**src/rtl/axi4_stream_dnc_if.sv**
```systemverilog
// AXI4-Stream bundle with a parameterised lane count; d = consuming side, s = producing side.
// master/slave are aliases of s/d for bench-side readability.
interface axi4_stream_if #(
  parameter int DW = 16,
  parameter int N  = 1
) ();
  logic [N-1:0][DW-1:0] TDATA;
  logic [N-1:0]         TKEEP;
  logic                 TLAST;
  logic                 TVALID;
  logic                 TREADY;

  modport d      (input  TDATA, TKEEP, TLAST, TVALID, output TREADY);
  modport s      (output TDATA, TKEEP, TLAST, TVALID, input  TREADY);
  modport slave  (input  TDATA, TKEEP, TLAST, TVALID, output TREADY);
  modport master (output TDATA, TKEEP, TLAST, TVALID, input  TREADY);
endinterface

```
**src/rtl/axi4_stream_dnc.sv**
```systemverilog
// AXI4-Stream lane-count converter: packs narrow beats into wide words (DNO >= DNI)
// or splits wide words into narrow slices (DNI > DNO). All sto outputs are registered.
module axi4_stream_dnc #(
  parameter int DW  = 16,
  parameter int DNI = 1,
  parameter int DNO = 2
) (
  input  logic       clk,
  input  logic       rst,
  input  logic       ena,
  input  logic       clr,
  axi4_stream_if.d   sti,
  axi4_stream_if.s   sto
);

  localparam int NMAX = (DNI > DNO) ? DNI : DNO;
  localparam int NMIN = (DNI > DNO) ? DNO : DNI;
  localparam int R    = NMAX / NMIN;
  localparam int CW   = (R > 1) ? $clog2(R) : 1;
  localparam logic [CW-1:0] CNT_LAST = CW'(R - 1);

  if ((NMAX % NMIN) != 0) begin : g_bad_ratio
    $error("axi4_stream_dnc: lane counts DNI=%0d DNO=%0d are not integer multiples", DNI, DNO);
  end

  logic [CW-1:0] r_cnt;
  logic          w_ctl_ok;

  assign w_ctl_ok = ~rst & ~clr & ena;

  if (DNO >= DNI) begin : g_pack
    logic [DNO-1:0][DW-1:0] r_data;
    logic [DNO-1:0]         r_keep;
    logic                   r_last;
    logic                   r_vld;
    logic                   w_rdy;
    logic                   w_acc;
    logic                   w_close;

    assign w_rdy   = w_ctl_ok & (~r_vld | sto.TREADY);
    assign w_acc   = sti.TVALID & w_rdy;
    assign w_close = (r_cnt == CNT_LAST) | sti.TLAST;

    // Output register doubles as the accumulation buffer; a beat at cnt 0 wipes the other lanes.
    always_ff @(posedge clk) begin
      if (rst || clr) begin
        r_data <= '0;
        r_keep <= '0;
        r_last <= 1'b0;
        r_vld  <= 1'b0;
        r_cnt  <= '0;
      end else begin
        if (r_vld && sto.TREADY) r_vld <= 1'b0;
        if (w_acc) begin
          for (int i = 0; i < DNO; i++) begin
            if (CW'(i / DNI) == r_cnt) begin
              r_data[i] <= sti.TDATA[i % DNI];
              r_keep[i] <= sti.TKEEP[i % DNI];
            end else if (r_cnt == '0) begin
              r_data[i] <= '0;
              r_keep[i] <= 1'b0;
            end
          end
          if (w_close) begin
            r_vld  <= 1'b1;
            r_last <= sti.TLAST;
            r_cnt  <= '0;
          end else begin
            r_cnt  <= r_cnt + CW'(1);
          end
        end
      end
    end

    assign sti.TREADY = w_rdy;
    assign sto.TDATA  = r_data;
    assign sto.TKEEP  = r_keep;
    assign sto.TLAST  = r_last;
    assign sto.TVALID = r_vld;

  end else begin : g_split
    logic [DNI-1:0][DW-1:0] r_buf;
    logic [DNI-1:0]         r_bkeep;
    logic                   r_blast;
    logic                   r_full;
    logic                   w_last_slice;
    logic                   w_ohs;
    logic                   w_rdy;
    logic                   w_acc;
    logic [DNO-1:0][DW-1:0] w_data;
    logic [DNO-1:0]         w_keep;

    assign w_last_slice = (r_cnt == CNT_LAST);
    assign w_ohs        = r_full & sto.TREADY;
    assign w_rdy        = w_ctl_ok & (~r_full | (sto.TREADY & w_last_slice));
    assign w_acc        = sti.TVALID & w_rdy;

    // Slice select is a mux over registered lanes only, so no sti payload reaches sto.
    always_comb begin
      w_data = '0;
      w_keep = '0;
      for (int k = 0; k < R; k++) begin
        if (r_cnt == CW'(k)) begin
          for (int j = 0; j < DNO; j++) begin
            w_data[j] = r_buf[k*DNO + j];
            w_keep[j] = r_bkeep[k*DNO + j];
          end
        end
      end
    end

    always_ff @(posedge clk) begin
      if (rst || clr) begin
        r_buf   <= '0;
        r_bkeep <= '0;
        r_blast <= 1'b0;
        r_full  <= 1'b0;
        r_cnt   <= '0;
      end else begin
        if (w_ohs) begin
          r_cnt <= w_last_slice ? '0 : r_cnt + CW'(1);
          if (w_last_slice) r_full <= 1'b0;
        end
        if (w_acc) begin
          r_buf   <= sti.TDATA;
          r_bkeep <= sti.TKEEP;
          r_blast <= sti.TLAST;
          r_full  <= 1'b1;
        end
      end
    end

    assign sti.TREADY = w_rdy;
    assign sto.TDATA  = w_data;
    assign sto.TKEEP  = w_keep;
    assign sto.TLAST  = r_blast & w_last_slice;
    assign sto.TVALID = r_full;
  end

endmodule

```
**src/flat_wrapper.sv**
```systemverilog
// flat-port wrapper written by rule: the top's interface ports become plain ports
module axi4_stream_dnc_flat 
#(
  parameter int DW  = 16,
  parameter int DNI = 1,
  parameter int DNO = 2
)
  (clk, rst, ena, clr, sti_TDATA, sti_TKEEP, sti_TLAST, sti_TVALID, sti_TREADY, sto_TDATA, sto_TKEEP, sto_TLAST, sto_TVALID, sto_TREADY);
  axi4_stream_if #(.DW(DW), .N(1)) sti_i ();
  axi4_stream_if #(.DW(DW), .N(2)) sto_i ();
  input  logic clk;
  input  logic rst;
  input  logic ena;
  input  logic clr;
  input wire logic [$bits(sti_i.TDATA)-1:0] sti_TDATA;
  input wire logic [$bits(sti_i.TKEEP)-1:0] sti_TKEEP;
  input wire logic [$bits(sti_i.TLAST)-1:0] sti_TLAST;
  input wire logic [$bits(sti_i.TVALID)-1:0] sti_TVALID;
  output wire logic [$bits(sti_i.TREADY)-1:0] sti_TREADY;
  output wire logic [$bits(sto_i.TDATA)-1:0] sto_TDATA;
  output wire logic [$bits(sto_i.TKEEP)-1:0] sto_TKEEP;
  output wire logic [$bits(sto_i.TLAST)-1:0] sto_TLAST;
  output wire logic [$bits(sto_i.TVALID)-1:0] sto_TVALID;
  input wire logic [$bits(sto_i.TREADY)-1:0] sto_TREADY;
  assign sti_i.TDATA = sti_TDATA;
  assign sti_i.TKEEP = sti_TKEEP;
  assign sti_i.TLAST = sti_TLAST;
  assign sti_i.TVALID = sti_TVALID;
  assign sti_TREADY = sti_i.TREADY;
  assign sto_TDATA = sto_i.TDATA;
  assign sto_TKEEP = sto_i.TKEEP;
  assign sto_TLAST = sto_i.TLAST;
  assign sto_TVALID = sto_i.TVALID;
  assign sto_i.TREADY = sto_TREADY;
  axi4_stream_dnc #(.DW(DW), .DNI(DNI), .DNO(DNO)) u_core (.clk(clk), .rst(rst), .ena(ena), .clr(clr), .sti(sti_i), .sto(sto_i));
endmodule
```
**config.mk**
```make
export PLATFORM = sky130hd
export DESIGN_NAME = axi4_stream_dnc_flat
export DESIGN_NICKNAME = d
export VERILOG_FILES = /design/src/rtl/axi4_stream_dnc_if.sv /design/src/rtl/axi4_stream_dnc.sv /design/src/flat_wrapper.sv
export SDC_FILE = /design/constraint.sdc
export NUM_CORES = 1
export LEC_CHECK = 0
export CAP_MARGIN = 20
export CELL_PAD_IN_SITES_DETAIL_PLACEMENT = 1
export CELL_PAD_IN_SITES_GLOBAL_PLACEMENT = 1
export CORE_MARGIN = 2
export CORE_UTILIZATION = 31
export DETAILED_ROUTE_END_ITERATION = 8
export PLACE_DENSITY_LB_ADDON = 0.1
export SKIP_LAST_GASP = 1
export SLEW_MARGIN = 0
export SYNTH_ARGS = -nofsm -noshare
export SYNTH_HDL_FRONTEND = slang
export SYNTH_SLANG_ARGS = --single-unit
```
**constraint.sdc**
```tcl
create_clock -name clk -period 1.7 [get_ports clk]
set_clock_uncertainty 0.1 [all_clocks]
set_input_delay 0.34 -clock clk [delete_from_list [all_inputs] [get_ports clk]]
set_output_delay 0.34 -clock clk [all_outputs]
set_load 0.02 [all_outputs]
```
==> run_results.csv <==
group,metric,value,unit
power_and_ir_drop,p_per_area,694,nW/um^2
worst_setup_path,cp_data_arrival_time,1.26,ns
yosys,synth.cell_area,1550,sq um
worst_hold_path,worst_hold_path_type,"reg2reg",
global_route,grtUsageTotal,19.6,%
sta,fmax,0.587,GHz
floorplanning,row_count,25,
clocking,cts_tree,"yes",
yosys,synth.distinct_cells,21,
yosys,synth.area.top_cells,"dfxtp_1 48%, nand4_1 14%, o311ai_0 9.6%",
clocking,cts_hold_buf,0,
sta,period_needed,1.70,ns
drt,vias_per_cell,5.39,
worst_setup_path,slowest_stage,"clkdlybuf4s50_1",
layout,layout-drive-gt1-share,11.3,%
sta,max_slew_margin,72.5,%
yosys,yosysTopAreaCellShare,47.7,%
drt,dr_total_vias,1655,
layout,design_area,2420,sq um
worst_hold_path,whs_endpoint,"u_core.sto.TDATA[31]$_SDFFE_PP0P_",
placement,dp_cells,299,
global_route,grt_first_pass_wirelength,8300,um
yosys,ys_warn_count,0,
worst_setup_path,worst_r2r_endpoint,"u_core.sto.TDATA[6]$_SDFFE_PP0P_",
floorplanning,start_util,32.4,%
placement,place.port_buffers,60,
drt,drc,0,
power_and_ir_drop,ir_drop,0.000413,V
layout,final_common_cell,"dfxtp_1",
yosys,yosys.area.top_type,"dfxtp_1",
yosys,ys_seq_elements,37,
drt,dr.pass1.iters,4,
worst_hold_path,holdPathStages,2,
layout,fin_cells,307,
sta,setup_viol_count_final,1,
drt,final_antenna_net_count,0,
sta,finalMaxSlewViolations,0,
clocking,cts_buffers,5,
sta,max_slew.worst_pin.slew,0.413,ns
floorplanning,die_y,74.8,um
worst_setup_path,end_kind,"output port",
sta,rsz0062_at_grt,"yes",
floorplanning,ios,61,
floorplanning,die_area,5590,sq um
drt,routed_wl,5190,um
yosys,ys_seq_area_share,47.7,%
worst_setup_path,path_cells,"clkdlybuf4s50_1 > nand2b_4 > and3_1 > buf_4",
status,violations,"negative setup slack",
global_route,antenna_found_initial,0,
sta,timing.hold.ws,0.372,ns
global_route,grt_pass1_vias,1688,
clocking,clk_latency,0.28,ns
worst_setup_path,crit_fanout,2,
worst_setup_path,cp_top_family,"buffers and inverters",
sta,worst_slack,-0.00348,ns
drt,drtIter0Drc,56,
drt,wire_per_inst,16.9,um
worst_setup_path,ff2ff_path_depth,5,
worst_setup_path,cp_slowest_stage_delay,0.48,ns
clocking,clk_pin_slew,0.07,ns
yosys,syn_nets,204,
worst_setup_path,worst-setup-path-type,"in2out",
layout,layout_common_cells,"37 x dfxtp_1, 34 x nand4_1, 34 x clkdlybuf4s50_1, 22 x dlymetal6s2s_1, 20 x a21oi_1",
floorplanning,core,4790,sq um
clocking,cts_num_sinks,37,
yosys,synth_cells,180,
layout,final_util,50.7,%
placement,gp_congestion,0.789,
worst_setup_path,r2r_start,"u_core.sto.TVALID$_SDFF_PP0_",
layout,diodes,0,
worst_setup_path,path_buf_inv,2,
clocking,cts-root-buf,"clkbuf_8",
placement,placed_area,2280,sq um
clocking,cts_max_level,2,
layout,nNetsFinal,263,
global_route,grt_max_degree,37,
worst_setup_path,start_kind,"input port",
sta,hold_viol,0,
sta,setup_tns,-0.00348,ns
worst_setup_path,required,1.26,ns
power_and_ir_drop,power_leakage,1.27,nW
placement,place_ws,-0.496,ns
sta,period_share,100,%
yosys,avgSynthCellArea,8.63,sq um
flow_run,cap_violations,0,
global_route,grt_remaining_overflow,0,
floorplanning,die_w,74.8,um
worst_hold_path,hold_start,"u_core.sto.TDATA[31]$_SDFFE_PP0P_",
clocking,clockBufferDepth,2,
status,outcome,"finished, violations left",
clocking,cts_setup_buffers,0,
placement,dp_hpwl,3690,um
worst_setup_path,r2r_setup_slack,0.26,ns
power_and_ir_drop,power,1.68,mW
layout,synthToLayoutAreaGrowth,56.2,%
-- power breakdown --
part	switching, mW	leakage (nW)	internal [mW]
Sequential	0.00603	0.299	0.878
Clock	0.303	0.0385	0.290
Combinational	0.105	0.929	0.0999
-- registers in the layout, summed over array words and instances, names as in the netlist --
signal             flops
u_core.r_cnt           1
u_core.sto.TDATA      32
u_core.sto.TKEEP       2
u_core.sto.TLAST       1
u_core.sto.TVALID      1
-- cell type report --
| class | count | area (sq um) |
|---|---|---|
| inverter | 1 | 3.75 |
| multi-input combinational | 118 | 706 |
| fill | 575 | 2360 |
| sequential | 37 | 741 |
| clock inverter | 1 | 7.51 |
| clock buffer | 7 | 76.3 |
| tap | 67 | 83.8 |
| timing repair buffer | 76 | 807 |
-- cells by family after synthesis --
| kind of cell | share of synthesized area, % |
|---|---|
| simple gates | 22.2 |
| compound gates | 22.6 |
| buf+inv | 7.49 |
| flops | 47.7 |
-- worst min-delay path, cell delays in order, from the launching register on --
cell	delay [ns]
dfxtp_1	0.31
o21ai_0	0.06
a21oi_1	0.06
-- repair_timing --
item | 4_1_cts | 5_1_grt
gates cloned | 0 | 0
resized for setup | 7 | 29
setup endpoints to repair | 4 | 28
-- per-layer routing --
metal  vias to the layer above  global-route usage (%)  share of wire (%)  routed length [um]
met5                         -                       0                  0                   0
met4                         0                    5.95                1.1                  59
met3                         6                    4.82                5.1                 266
met2                        45                    35.2                 53                2730
met1                       799                    23.1                 41                2140
li1                        805                       -                  -                   -
-- cells in the mapped netlist --
cell	number
a21oi_1	20
and2_1	1
and3_1	1
and3b_1	1
buf_2	9
buf_4	1
buf_6	1
clkbuf_1	13
dfxtp_1	37
inv_1	1
nand2_1	18
nand2b_1	1
nand3_1	1
nand4_1	34
nor2_1	1
nor2b_4	1
o21ai_0	19
o311ai_0	17
o31ai_1	1
or2_2	1
or4_1	1
-- how the worst max path moves through the flow --
| stage | cells past startpoint | end | slack [ns] | from |
|---|---|---|---|---|
| floorplan | 4 | sti_TREADY | 0.18 | u_core.sto.TVALID$_SDFF_PP0_ |
| global placement | 4 | sti_TREADY | -0.50 | sto_TREADY |
| detailed placement | 4 | sti_TREADY | -0.50 | sto_TREADY |
| CTS | 4 | sti_TREADY | -0.06 | sto_TREADY |
| global route | 4 | sti_TREADY | -0.04 | sto_TREADY |
| finish | 4 | sti_TREADY | -0.003 | sto_TREADY |
Power figures use the tool's default switching activity.
